--- config.mk ---
export PLATFORM = sky130hd
export DESIGN_NAME = enemy_wave_spawner_flat
export DESIGN_NICKNAME = d
export VERILOG_FILES = /design/src/rtl/game_pkg.sv /design/src/rtl/enemy_wave_spawner_if.sv /design/src/rtl/lfsr_gen.sv /design/src/rtl/enemy_wave_spawner.sv /design/src/flat_wrapper.sv
export SDC_FILE = /design/constraint.sdc
export NUM_CORES = 1
export LEC_CHECK = 0
export BUFFER_PORTS_ARGS = -buffer_cell sky130_fd_sc_hd__buf_2
export CAP_MARGIN = 10
export CORE_ASPECT_RATIO = 1.1
export CORE_MARGIN = 10
export CORE_UTILIZATION = 55
export DETAILED_ROUTE_END_ITERATION = 10
export GPL_TIMING_DRIVEN = 1
export PLACE_DENSITY = 0.87
export REMOVE_ABC_BUFFERS = 1
export SLEW_MARGIN = 20
export SYNTH_ARGS = -nofsm -noshare
export SYNTH_HDL_FRONTEND = slang
export SYNTH_SLANG_ARGS = --single-unit
--- constraint.sdc ---
create_clock -name clk_1Hz -period 10.4 [get_ports clk_1Hz]
set_clock_uncertainty 0.2 [all_clocks]
set_input_delay 0 -clock clk_1Hz [delete_from_list [all_inputs] [get_ports clk_1Hz]]
set_output_delay 0 -clock clk_1Hz [all_outputs]
set_load 0.05 [all_outputs]
--- src/rtl/game_pkg.sv ---
// Shared game constants for the shooter: screen geometry, the wave state
// encoding and the pixel-coordinate type.
// No ports.
package game_pkg;

    localparam int unsigned SCREEN_W   = 640;
    localparam int unsigned SCREEN_H   = 480;
    localparam int unsigned ENEMY_SIZE = 20;

    // Wave/level state encoding, visible on the wave_state debug output.
    localparam logic [1:0] ST_IDLE  = 2'd0;
    localparam logic [1:0] ST_SPAWN = 2'd1;
    localparam logic [1:0] ST_HOLD  = 2'd2;
    localparam logic [1:0] ST_INTER = 2'd3;

    typedef logic [9:0] coord_t;

    // Feedback tap mask for a maximal-length Fibonacci LFSR of the given width.
    // Bit k set means register bit k feeds the XOR.
    function automatic logic [31:0] lfsr_taps(input int unsigned width);
        case (width)
            4:       return 32'h0000_000C;  // x^4+x^3+1
            8:       return 32'h0000_00B8;  // x^8+x^6+x^5+x^4+1
            10:      return 32'h0000_0240;  // x^10+x^7+1
            12:      return 32'h0000_0829;  // x^12+x^6+x^4+x+1
            16:      return 32'h0000_B400;  // x^16+x^14+x^13+x^11+1
            default: return 32'h0000_0240;
        endcase
    endfunction

endpackage

--- src/rtl/enemy_wave_spawner_if.sv ---
// Bundle between the enemy wave spawner and game_top.
// master : game_top side (drives enable and kill_req, reads enemy state)
// slave  : spawner side
//   enable        game running
//   kill_req      per-slot kill request, held until enemy_active falls
//   enemy_active  slot occupied
//   enemy_x/y     flattened positions, slot i at [10i+9:10i]
//   level         current level
//   wave_active   high while spawning or holding
//   escaped_cnt   enemies that timed out (saturating)
//   wave_state    FSM state for debug
interface enemy_wave_spawner_if
    import game_pkg::*;
#(
    parameter int unsigned MAX_ENEMIES = 10
);

    logic                                   enable;
    logic [MAX_ENEMIES-1:0]                 kill_req;
    logic [MAX_ENEMIES-1:0]                 enemy_active;
    logic [MAX_ENEMIES*$bits(coord_t)-1:0]  enemy_x;
    logic [MAX_ENEMIES*$bits(coord_t)-1:0]  enemy_y;
    logic [3:0]                             level;
    logic                                   wave_active;
    logic [7:0]                             escaped_cnt;
    logic [1:0]                             wave_state;

    modport master (
        output enable, kill_req,
        input  enemy_active, enemy_x, enemy_y, level, wave_active, escaped_cnt, wave_state
    );

    modport slave (
        input  enable, kill_req,
        output enemy_active, enemy_x, enemy_y, level, wave_active, escaped_cnt, wave_state
    );

endinterface

--- src/rtl/lfsr_gen.sv ---
// Free-running Fibonacci LFSR; shifts on every clock edge.
// Ports:
//   clk    shift clock
//   rst    asynchronous active-high reset, loads SEED
//   value  current register contents
module lfsr_gen #(
    parameter int unsigned      WIDTH = 10,
    parameter logic [WIDTH-1:0] SEED  = '1,
    parameter logic [WIDTH-1:0] TAPS  = '1
) (
    input  logic             clk,
    input  logic             rst,
    output logic [WIDTH-1:0] value
);

    always_ff @(posedge clk or posedge rst) begin
        if (rst) value <= SEED;
        else     value <= {value[WIDTH-2:0], ^(value & TAPS)};
    end

endmodule

--- src/rtl/enemy_wave_spawner.sv ---
// Enemy population manager on the slow game tick: a pool of enemy slots,
// an LFSR for spawn positions and a wave/level state machine.
// Ports:
//   clk_1Hz  game tick clock
//   rst      asynchronous active-high reset
//   bus      enemy_wave_spawner_if.slave (enable, kill_req in; enemy state out)
// Build option: define ENEMY_DRIFT_EN to make enemies fall by DRIFT_STEP
// pixels per tick and escape when they would leave the bottom of the screen.
module enemy_wave_spawner
    import game_pkg::*;
#(
    parameter int unsigned       MAX_ENEMIES  = 10,
    parameter int unsigned       LFSR_W       = 10,
    parameter logic [LFSR_W-1:0] LFSR_SEED    = 10'h280,
    parameter int unsigned       SCREEN_W     = game_pkg::SCREEN_W,
    parameter int unsigned       SCREEN_H     = game_pkg::SCREEN_H,
    parameter int unsigned       ENEMY_SIZE   = game_pkg::ENEMY_SIZE,
    parameter int unsigned       LIFETIME     = 15,
    parameter int unsigned       WAVE_BASE    = 3,
    parameter int unsigned       MAX_LEVEL    = 7,
    parameter int unsigned       INTERMISSION = 3,
    parameter int unsigned       DRIFT_STEP   = 8
) (
    input  logic                 clk_1Hz,
    input  logic                 rst,
    enemy_wave_spawner_if.slave  bus
);

    localparam int unsigned X_RANGE = SCREEN_W - ENEMY_SIZE;
    localparam int unsigned Y_RANGE = SCREEN_H - ENEMY_SIZE;

`ifdef ENEMY_DRIFT_EN
    localparam bit DRIFT_ON = 1'b1;
`else
    localparam bit DRIFT_ON = 1'b0;
`endif

    // ---------------- spawn position source ----------------
    logic [LFSR_W-1:0] lfsr;
    logic [LFSR_W-1:0] lfsr_rot;
    coord_t            spawn_x;
    coord_t            spawn_y;

    lfsr_gen #(
        .WIDTH (LFSR_W),
        .SEED  (LFSR_SEED),
        .TAPS  (LFSR_W'(lfsr_taps(LFSR_W)))
    ) u_lfsr (
        .clk   (clk_1Hz),
        .rst   (rst),
        .value (lfsr)
    );

    // The pre-shift LFSR value feeds this tick's spawn.
    assign lfsr_rot = (lfsr << (LFSR_W / 2)) | (lfsr >> (LFSR_W - LFSR_W / 2));
    assign spawn_x  = coord_t'(32'(lfsr) % X_RANGE);
    assign spawn_y  = coord_t'(32'(lfsr_rot) % Y_RANGE);

    // ---------------- wave state ----------------
    logic [1:0] state, state_next;
    logic [7:0] spawned, spawned_next;
    logic [7:0] inter_cnt, inter_next;
    logic [3:0] level_r, level_next;
    logic [7:0] esc_cnt, esc_next;
    logic       wave_active_r;
    logic [7:0] quota;

    logic [MAX_ENEMIES-1:0] active;
    logic [MAX_ENEMIES-1:0] free;
    logic [MAX_ENEMIES-1:0] spawn_sel;
    logic [MAX_ENEMIES-1:0] escape;
    logic                   spawn_go;

    assign quota = 8'(WAVE_BASE) + 8'(level_r);
    assign free  = ~active;

    // Slots freed this tick are still marked active here, so they only
    // become spawnable on the following tick.
    assign spawn_go  = bus.enable && (state == ST_SPAWN) && (spawned < quota) && (|free);
    assign spawn_sel = spawn_go ? (free & (~free + MAX_ENEMIES'(1))) : '0;

    // ---------------- enemy slots ----------------
    for (genvar i = 0; i < MAX_ENEMIES; i++) begin : g_slot
        logic       act;
        logic [7:0] age;
        coord_t     x;
        coord_t     y;
        logic       live;
        logic       expire;
        logic       bottom;

        // Kill overrides every other event on the slot.
        assign live   = bus.enable && act && !bus.kill_req[i];
        assign bottom = DRIFT_ON && live && ((32'(y) + DRIFT_STEP) > Y_RANGE);
        assign expire = live && !bottom && (age == 8'(LIFETIME - 1));
        assign escape[i] = bottom | expire;

        always_ff @(posedge clk_1Hz or posedge rst) begin
            if (rst) begin
                act <= 1'b0;
                age <= '0;
                x   <= '0;
                y   <= '0;
            end else if (act) begin
                if (bus.kill_req[i] || escape[i]) begin
                    act <= 1'b0;
                end else if (bus.enable) begin
                    age <= age + 8'd1;
                    if (DRIFT_ON) y <= y + coord_t'(DRIFT_STEP);
                end
            end else if (spawn_sel[i]) begin
                act <= 1'b1;
                age <= '0;
                x   <= spawn_x;
                y   <= spawn_y;
            end
        end

        assign active[i] = act;
        assign bus.enemy_x[$bits(coord_t)*i +: $bits(coord_t)] = x;
        assign bus.enemy_y[$bits(coord_t)*i +: $bits(coord_t)] = y;
    end

    // ---------------- escape counter ----------------
    always_comb begin
        logic [4:0] pop;
        logic [8:0] sum;
        pop = '0;
        for (int unsigned i = 0; i < MAX_ENEMIES; i++) pop = pop + 5'(escape[i]);
        sum      = 9'(esc_cnt) + 9'(pop);
        esc_next = sum[8] ? 8'hFF : sum[7:0];
    end

    // ---------------- FSM ----------------
    always_comb begin
        state_next   = state;
        spawned_next = spawned;
        inter_next   = inter_cnt;
        level_next   = level_r;
        if (bus.enable) begin
            case (state)
                ST_IDLE: begin
                    state_next   = ST_SPAWN;
                    spawned_next = '0;
                end
                ST_SPAWN: begin
                    if (spawned >= quota)  state_next   = ST_HOLD;
                    else if (spawn_go)     spawned_next = spawned + 8'd1;
                end
                ST_HOLD: begin
                    if (active == '0) begin
                        state_next = ST_INTER;
                        inter_next = 8'(INTERMISSION);
                        level_next = (level_r >= 4'(MAX_LEVEL)) ? 4'(MAX_LEVEL) : level_r + 4'd1;
                    end
                end
                default: begin
                    // Counter reaches zero on the tick that leaves INTER, so a
                    // load of N gives exactly N idle ticks.
                    if (inter_cnt <= 8'd1) begin
                        state_next   = ST_SPAWN;
                        spawned_next = '0;
                        inter_next   = '0;
                    end else begin
                        inter_next = inter_cnt - 8'd1;
                    end
                end
            endcase
        end
    end

    always_ff @(posedge clk_1Hz or posedge rst) begin
        if (rst) begin
            state         <= ST_INTER;
            spawned       <= '0;
            inter_cnt     <= 8'(INTERMISSION);
            level_r       <= '0;
            esc_cnt       <= '0;
            wave_active_r <= 1'b0;
        end else begin
            state         <= state_next;
            spawned       <= spawned_next;
            inter_cnt     <= inter_next;
            level_r       <= level_next;
            esc_cnt       <= esc_next;
            wave_active_r <= (state_next == ST_SPAWN) || (state_next == ST_HOLD);
        end
    end

    assign bus.enemy_active = active;
    assign bus.level        = level_r;
    assign bus.wave_active  = wave_active_r;
    assign bus.escaped_cnt  = esc_cnt;
    assign bus.wave_state   = state;

endmodule

--- src/flat_wrapper.sv ---
// flat-port wrapper written by rule: the top's interface ports become plain ports
module enemy_wave_spawner_flat import game_pkg::*;
#(
    parameter int unsigned       MAX_ENEMIES  = 10,
    parameter int unsigned       LFSR_W       = 10,
    parameter logic [LFSR_W-1:0] LFSR_SEED    = 10'h280,
    parameter int unsigned       SCREEN_W     = game_pkg::SCREEN_W,
    parameter int unsigned       SCREEN_H     = game_pkg::SCREEN_H,
    parameter int unsigned       ENEMY_SIZE   = game_pkg::ENEMY_SIZE,
    parameter int unsigned       LIFETIME     = 15,
    parameter int unsigned       WAVE_BASE    = 3,
    parameter int unsigned       MAX_LEVEL    = 7,
    parameter int unsigned       INTERMISSION = 3,
    parameter int unsigned       DRIFT_STEP   = 8
)
  (clk_1Hz, rst, bus_enable, bus_kill_req, bus_enemy_active, bus_enemy_x, bus_enemy_y, bus_level, bus_wave_active, bus_escaped_cnt, bus_wave_state);
  enemy_wave_spawner_if #(.MAX_ENEMIES(MAX_ENEMIES)) bus_i ();
  input  logic clk_1Hz;
  input  logic rst;
  input wire logic [$bits(bus_i.enable)-1:0] bus_enable;
  input wire logic [$bits(bus_i.kill_req)-1:0] bus_kill_req;
  output wire logic [$bits(bus_i.enemy_active)-1:0] bus_enemy_active;
  output wire logic [$bits(bus_i.enemy_x)-1:0] bus_enemy_x;
  output wire logic [$bits(bus_i.enemy_y)-1:0] bus_enemy_y;
  output wire logic [$bits(bus_i.level)-1:0] bus_level;
  output wire logic [$bits(bus_i.wave_active)-1:0] bus_wave_active;
  output wire logic [$bits(bus_i.escaped_cnt)-1:0] bus_escaped_cnt;
  output wire logic [$bits(bus_i.wave_state)-1:0] bus_wave_state;
  assign bus_i.enable = bus_enable;
  assign bus_i.kill_req = bus_kill_req;
  assign bus_enemy_active = bus_i.enemy_active;
  assign bus_enemy_x = bus_i.enemy_x;
  assign bus_enemy_y = bus_i.enemy_y;
  assign bus_level = bus_i.level;
  assign bus_wave_active = bus_i.wave_active;
  assign bus_escaped_cnt = bus_i.escaped_cnt;
  assign bus_wave_state = bus_i.wave_state;
  enemy_wave_spawner #(.MAX_ENEMIES(MAX_ENEMIES), .LFSR_W(LFSR_W), .LFSR_SEED(LFSR_SEED), .SCREEN_W(SCREEN_W), .SCREEN_H(SCREEN_H), .ENEMY_SIZE(ENEMY_SIZE), .LIFETIME(LIFETIME), .WAVE_BASE(WAVE_BASE), .MAX_LEVEL(MAX_LEVEL), .INTERMISSION(INTERMISSION), .DRIFT_STEP(DRIFT_STEP)) u_core (.clk_1Hz(clk_1Hz), .rst(rst), .bus(bus_i));
endmodule
* After elaboration in Yosys (flattened, before gate mapping)
Index checks and enable logic that the tools add are counted.
Word-level totals: register bits 331, word-level logic and storage cells 309, output and inout bits 225
Cells by class: eq/ne operators 37, order comparisons 4, div/mod/pow operators 2, muxes and demuxes 85, add/sub/neg operators 25, reductions and logical operators 93, bitwise logic cells 16
Operators with widths (count):
- $mux 8 | 46
- $add 8x1->8 const B | 11
- $eq 8x4->1 const B | 10
- $ne 2x2->1 const B | 21
- $add 5x1->5 | 8
- $reduce_and 3->1 | 12
- $logic_and 1x1->1 | 33
- $mod 10x10->32 const B | 1
- $mod 10x9->32 const B | 1
- $mux 1 | 30
- $pmux 8 s3 | 1
- $not 10->10 | 2
- $reduce_and 2->1 | 10
- $reduce_bool 2->1 | 10
- $pmux 8 s2 | 1
- $not 1->1 | 12
- $logic_or 1x1->1 | 11
- $add 10x1->10 const B | 1
- $and 10x10->10 | 1
- $logic_not 1->1 | 10
- $logic_not 10->1 | 1
- $mux 10 | 1
- $or 10x5->10 | 1
- $reduce_or 10->1 | 1
- other kinds (20) | 26

* Longest topological paths before layout
depth in word-level cells 14, mapped depth 22, mapped depth without buffers 22

* Cells and area by module
From an unflattened synthesis, not the netlist that was laid out.
Unflattened totals: cell total of the unflattened synthesis 1534, area total of the unflattened synthesis 15123.3 sq um
Modules (own cells, without submodules):
- enemy_wave_spawner | cells an instance 1522, times used 1, area each 14858.0 sq um
- lfsr_gen | cells an instance 12, times used 1, area each 265.3 sq um

* Least setup slack after synthesis
Ideal clock, no wire load.
path kind register to register, start register u_core.g_slot[1].age[0], end register u_core.esc_cnt[5] (netlist: u_core.bus.escaped_cnt[5]), library setup time 0.126 ns, period minus slack after synthesis 5.336 ns, arrival 5.009 ns, stages on the path, launching flop included 22, path buffers 0, setup slack 5.064 ns, path through dfrtp_1 -> inv_1 -> ha_1 -> nand4b_1 -> nor4_1 -> and2_1 -> nor2b_1 -> ha_1 -> inv_1 -> fa_1 -> fa_1 -> fa_1 -> fa_1 -> fa_1 -> inv_1 -> ha_1 -> a21o_1 -> a21oi_1 -> nor2b_1 -> o21ai_0 -> xor2_1 -> nand2_1
Between the ends: longest elaborated chain between the ends 13
RTL lines:
- start: declaration | RTL line enemy_wave_spawner.sv:85 | logic [7:0] age;
- start signal: assignment | RTL line enemy_wave_spawner.sv:108 | age <= age + 8'd1;
- $eq 8x4->1 | RTL line enemy_wave_spawner.sv:95 | assign expire = live && !bottom && (age == 8'(LIFETIME - 1));
- $logic_and 1x1->1 | RTL line enemy_wave_spawner.sv:95
- $add 1x1->2 | RTL line enemy_wave_spawner.sv:129 | for (int unsigned i = 0; i < MAX_ENEMIES; i++) pop = pop + 5'(escape[i]);
- $add 5x1->5 (8 in a row) | RTL line enemy_wave_spawner.sv:129
- $add 8x5->9 | RTL line enemy_wave_spawner.sv:130 | sum = 9'(esc_cnt) + 9'(pop);
- $mux 8 | RTL line enemy_wave_spawner.sv:131 | esc_next = sum[8] ? 8'hFF : sum[7:0];
- via u_core.esc_next[5] | RTL line enemy_wave_spawner.sv:64 | logic [7:0] esc_cnt, esc_next;
- end signal: assignment | RTL line enemy_wave_spawner.sv:185 | esc_cnt <= esc_next;
- end: declaration | RTL line enemy_wave_spawner.sv:64
The timed path passes the listed nets, and every way through them passes these cells. A chain may end at the register's enable or synchronous reset.

* Worst setup path after layout
Same ends and word-level chain as after synthesis.

==> metrics.txt <==
outcome=finished clean; clk slew on worst S/H paths=0.06 ns; Post-Synth Adder-Cell Area=0.0433; critical path required time=10.59 ns; Seq/Total Area, Yosys=0.550; final max-slew violation count=0; Yosys cell types=71; Sum Neg Setup Slack=0 ns; pwr/cell area=179 nW/um2; buffer count from post-CTS setup fixing=0; CTS tree=built; Reg area=8290 um2; maximum vdd drop=0.248 mV; unrepaired setup endpoints after global routing=no; r2r setup slk=4.57 ns; clk sinks=331; crit start category=flop; min cycle time layout=5.83 ns; Psw=916 uW; Net Sw Frac=0.287; dpl hpwl=27.6 mm; GP Congestion=0.924; crit path from=u_core.g_slot[1].age[0]; CP dominant cell by count=fa_1; Data arrival, critical path=6.02 ns; vias per cell=5.70; Die Width=178 um; number of max-cap violations=0; fill cell count=2066; starting density of the core=0.559; placed cells=2057; simple-gate share of the synthesized area=0.205; R2R Path Start=u_core.g_slot[1].age[0]; Flop pwr share=0.446; most frequent cells in the layout=dfrtp_1 (325), nand2_1 (305), buf_2 (237), o21ai_0 (152), nor2_1 (111); layout overhead on the synthesized area=17.8%; synth warn=0; Die Y=194 um; Clock Path Buffers=3; # diodes=0; reg2reg end=u_core.bus.escaped_cnt[5]; Cells after Synth=1526; drc violations=0; number of synthesized flops with an enable pin=0; FF+latch count, synth=331; Worst-Margin Slew=0.987 ns; via count=12200; Setup CP Type=flop to flop; CTS root buf=clkbuf_16; Mapped Area=15100 um2; final hold vios=0; Crit. End Element=flop; internal power=2270 uW; CP max-delay cell=fa_1; DRT Pass-1 Iters=5; ys flop type=dfrtp_1; Worst Hold Class=input port to async pin; final hold slack=0.00632 ns; total wire length=40.0 mm; commonest non-fill, non-tap cell in the layout=dfrtp_1; IO Pins=238; routed len/inst=18.8 um; cts hold-fix bufs=13; vias in the first global route=12200; Synth Area in Compound Gates=0.113; first-pass GRT wire length=64.3 mm; DP Worst Slack=4.60 ns; number of nets still failing antenna checks after routing=0; initial antenna violation count=0; asr flop ratio synth=1.00; row count=63; Post-Synth XOR/XNOR Area=0.0401; Clock Power Share=0.399; CORE AREA=27000 um2; post-layout util=0.659; share of cells above drive strength 1=0.212; total clock buffers created by CTS=34; port bufs=237; worst-path cell chain=inv_1, ha_1, nand4b_1, nor4_1, and2_1, nor2b_1, ha_1, inv_1, fa_1, fa_1, fa_1, fa_1, fa_1, inv_1, ha_1, a21o_1, a21oi_1, nor2b_1, o21ai_0, xor2_1, nand2_1; Multi-input gate area=6220 um2; Rel. slew slack=0.337; Critical Path Fanout Max=6; fin cells=2132; Worst path max stage delay=0.56 ns; grt ovf=0; Worst Reg-to-Reg Cells=21; mux cell area share after synthesis=0.00963; overall routing resource usage=0.229; Pleak=0.00905 uW; Skew-Pair Late Insertion Delay=0.52 ns; H-tree depth=2; initial drt markers=895; Avg Cell Area, Syn=9.87 um2; post-CTS sizing=0; # setup viols final=0; period utilization=0.560; setup ws final=4.57 ns; Die ar.=34400 um2; combinational power share=0.155; Fmax=0.172 GHz; largest family of logic cells by synthesized area=simple AND/OR/NAND/NOR gates; nets=1810; pin count of the biggest net entering global routing=127
-- power by group through the flow --
stage                     Clock, uW  Combinational, uW  Sequential [uW]
after floorplan                   0                252             1540
after global placement            0                470             1440
after detailed placement          0                487             1440
after CTS                      1290                496             1420
after global routing           1340                545             1430
final                          1270                493             1420
-- worst max path at each step --
stage	endpoint	slack, ns	cells past startpoint
3_5_place_dp	u_core.bus.escaped_cnt[5]	4.60	21
6_report	u_core.bus.escaped_cnt[5]	4.57	21
4_1_cts	u_core.bus.escaped_cnt[5]	4.58	21
3_3_place_gp	u_core.bus.escaped_cnt[5]	4.76	21
5_1_grt	u_core.bus.escaped_cnt[2]	4.16	20
2_1_floorplan	u_core.bus.escaped_cnt[0]	1.04	1
-- per-stage QoR --
step / power (uW) / instance area [um2]
after CTS: 3200 / 17800
final: 3190 / 17800
after global placement: 1910 / 16400
after global routing: 3320 / 17800
after floorplan: 1790 / 14600
after detailed placement: 1930 / 16400
-- worst max-delay path: cells and delay by family (launching register included) --
family | cells | cell delay [ns]
simple gates | 6 | 0.93
flops | 1 | 0.43
compound gates | 3 | 0.58
buf+inv | 3 | 0.24
xor+xnor | 1 | 0.16
fa+ha+maj | 8 | 3.14
-- logic make-up after synthesis --
family	Yosys count
flip-flops	331
buffers and inverters	122
adder cells (fa/ha/maj)	48
multiplexers	13
AO/OA/AOI/OAI	296
AND/OR/NAND/NOR	647
XOR/XNOR	69
-- state kept, by name (all words and copies together), names as in the netlist --
| name | flops |
|---|---|
| u_core.bus.escaped_cnt | 8 |
| u_core.g_slot.act | 10 |
| u_core.g_slot.age | 80 |
| u_core.g_slot.x | 100 |
| u_core.u_lfsr.value | 10 |
| u_core.spawned | 8 |
| u_core.bus.wave_active | 1 |
| u_core.g_slot.y | 100 |
| u_core.bus.wave_state | 2 |
| u_core.inter_cnt | 8 |
| u_core.bus.level | 4 |
-- Yosys cell counts (6+ instances only) --
cell type / number / share of area
or3_1: 16 / 0.0066
nand3b_1: 10 / 0.0050
and2_1: 13 / 0.0054
nor4_1: 14 / 0.0058
nor2_1: 112 / 0.028
nand2b_1: 15 / 0.0062
nand3_1: 39 / 0.013
o31ai_1: 8 / 0.0040
ha_1: 41 / 0.034
nor3b_1: 6 / 0.0030
mux2_2: 12 / 0.0090
nor3_1: 14 / 0.0047
xnor2_1: 25 / 0.015
or2_2: 8 / 0.0033
a21o_1: 7 / 0.0035
buf_4: 10 / 0.0050
nand2_1: 305 / 0.076
buf_6: 8 / 0.0060
and3_1: 22 / 0.0091
o21ai_0: 152 / 0.050
inv_1: 40 / 0.010
dfstp_2: 6 / 0.010
dfrtp_1: 325 / 0.54
buf_2: 12 / 0.0040
o21ai_2: 19 / 0.011
o21ai_1: 14 / 0.0047
xor2_1: 44 / 0.026
clkbuf_1: 52 / 0.013
nand4_1: 27 / 0.011
fa_1: 7 / 0.0093
a21oi_1: 61 / 0.020
nor2b_1: 10 / 0.0042
-- layer usage --
| layer | part of all wire | global-route usage | up-vias |
|---|---|---|---|
| met5 | 0 | 0 | - |
| met2 | 0.49 | 0.384 | 462 |
| met3 | 0.072 | 0.0452 | 95 |
| met1 | 0.40 | 0.283 | 5969 |
| li1 | - | - | 5631 |
| met4 | 0.037 | 0.0905 | 0 |
-- area by class of cell --
cell class / count / share of cell area
flip-flops and latches: 331 / 0.467
well taps: 357 / 0.0252
multi-input cells: 1073 / 0.351
clock buffers: 49 / 0.0556
repair buffers: 269 / 0.0822
clock inverters: 13 / 0.0107
inverters: 40 / 0.00888
Power figures use the tool's default switching activity.
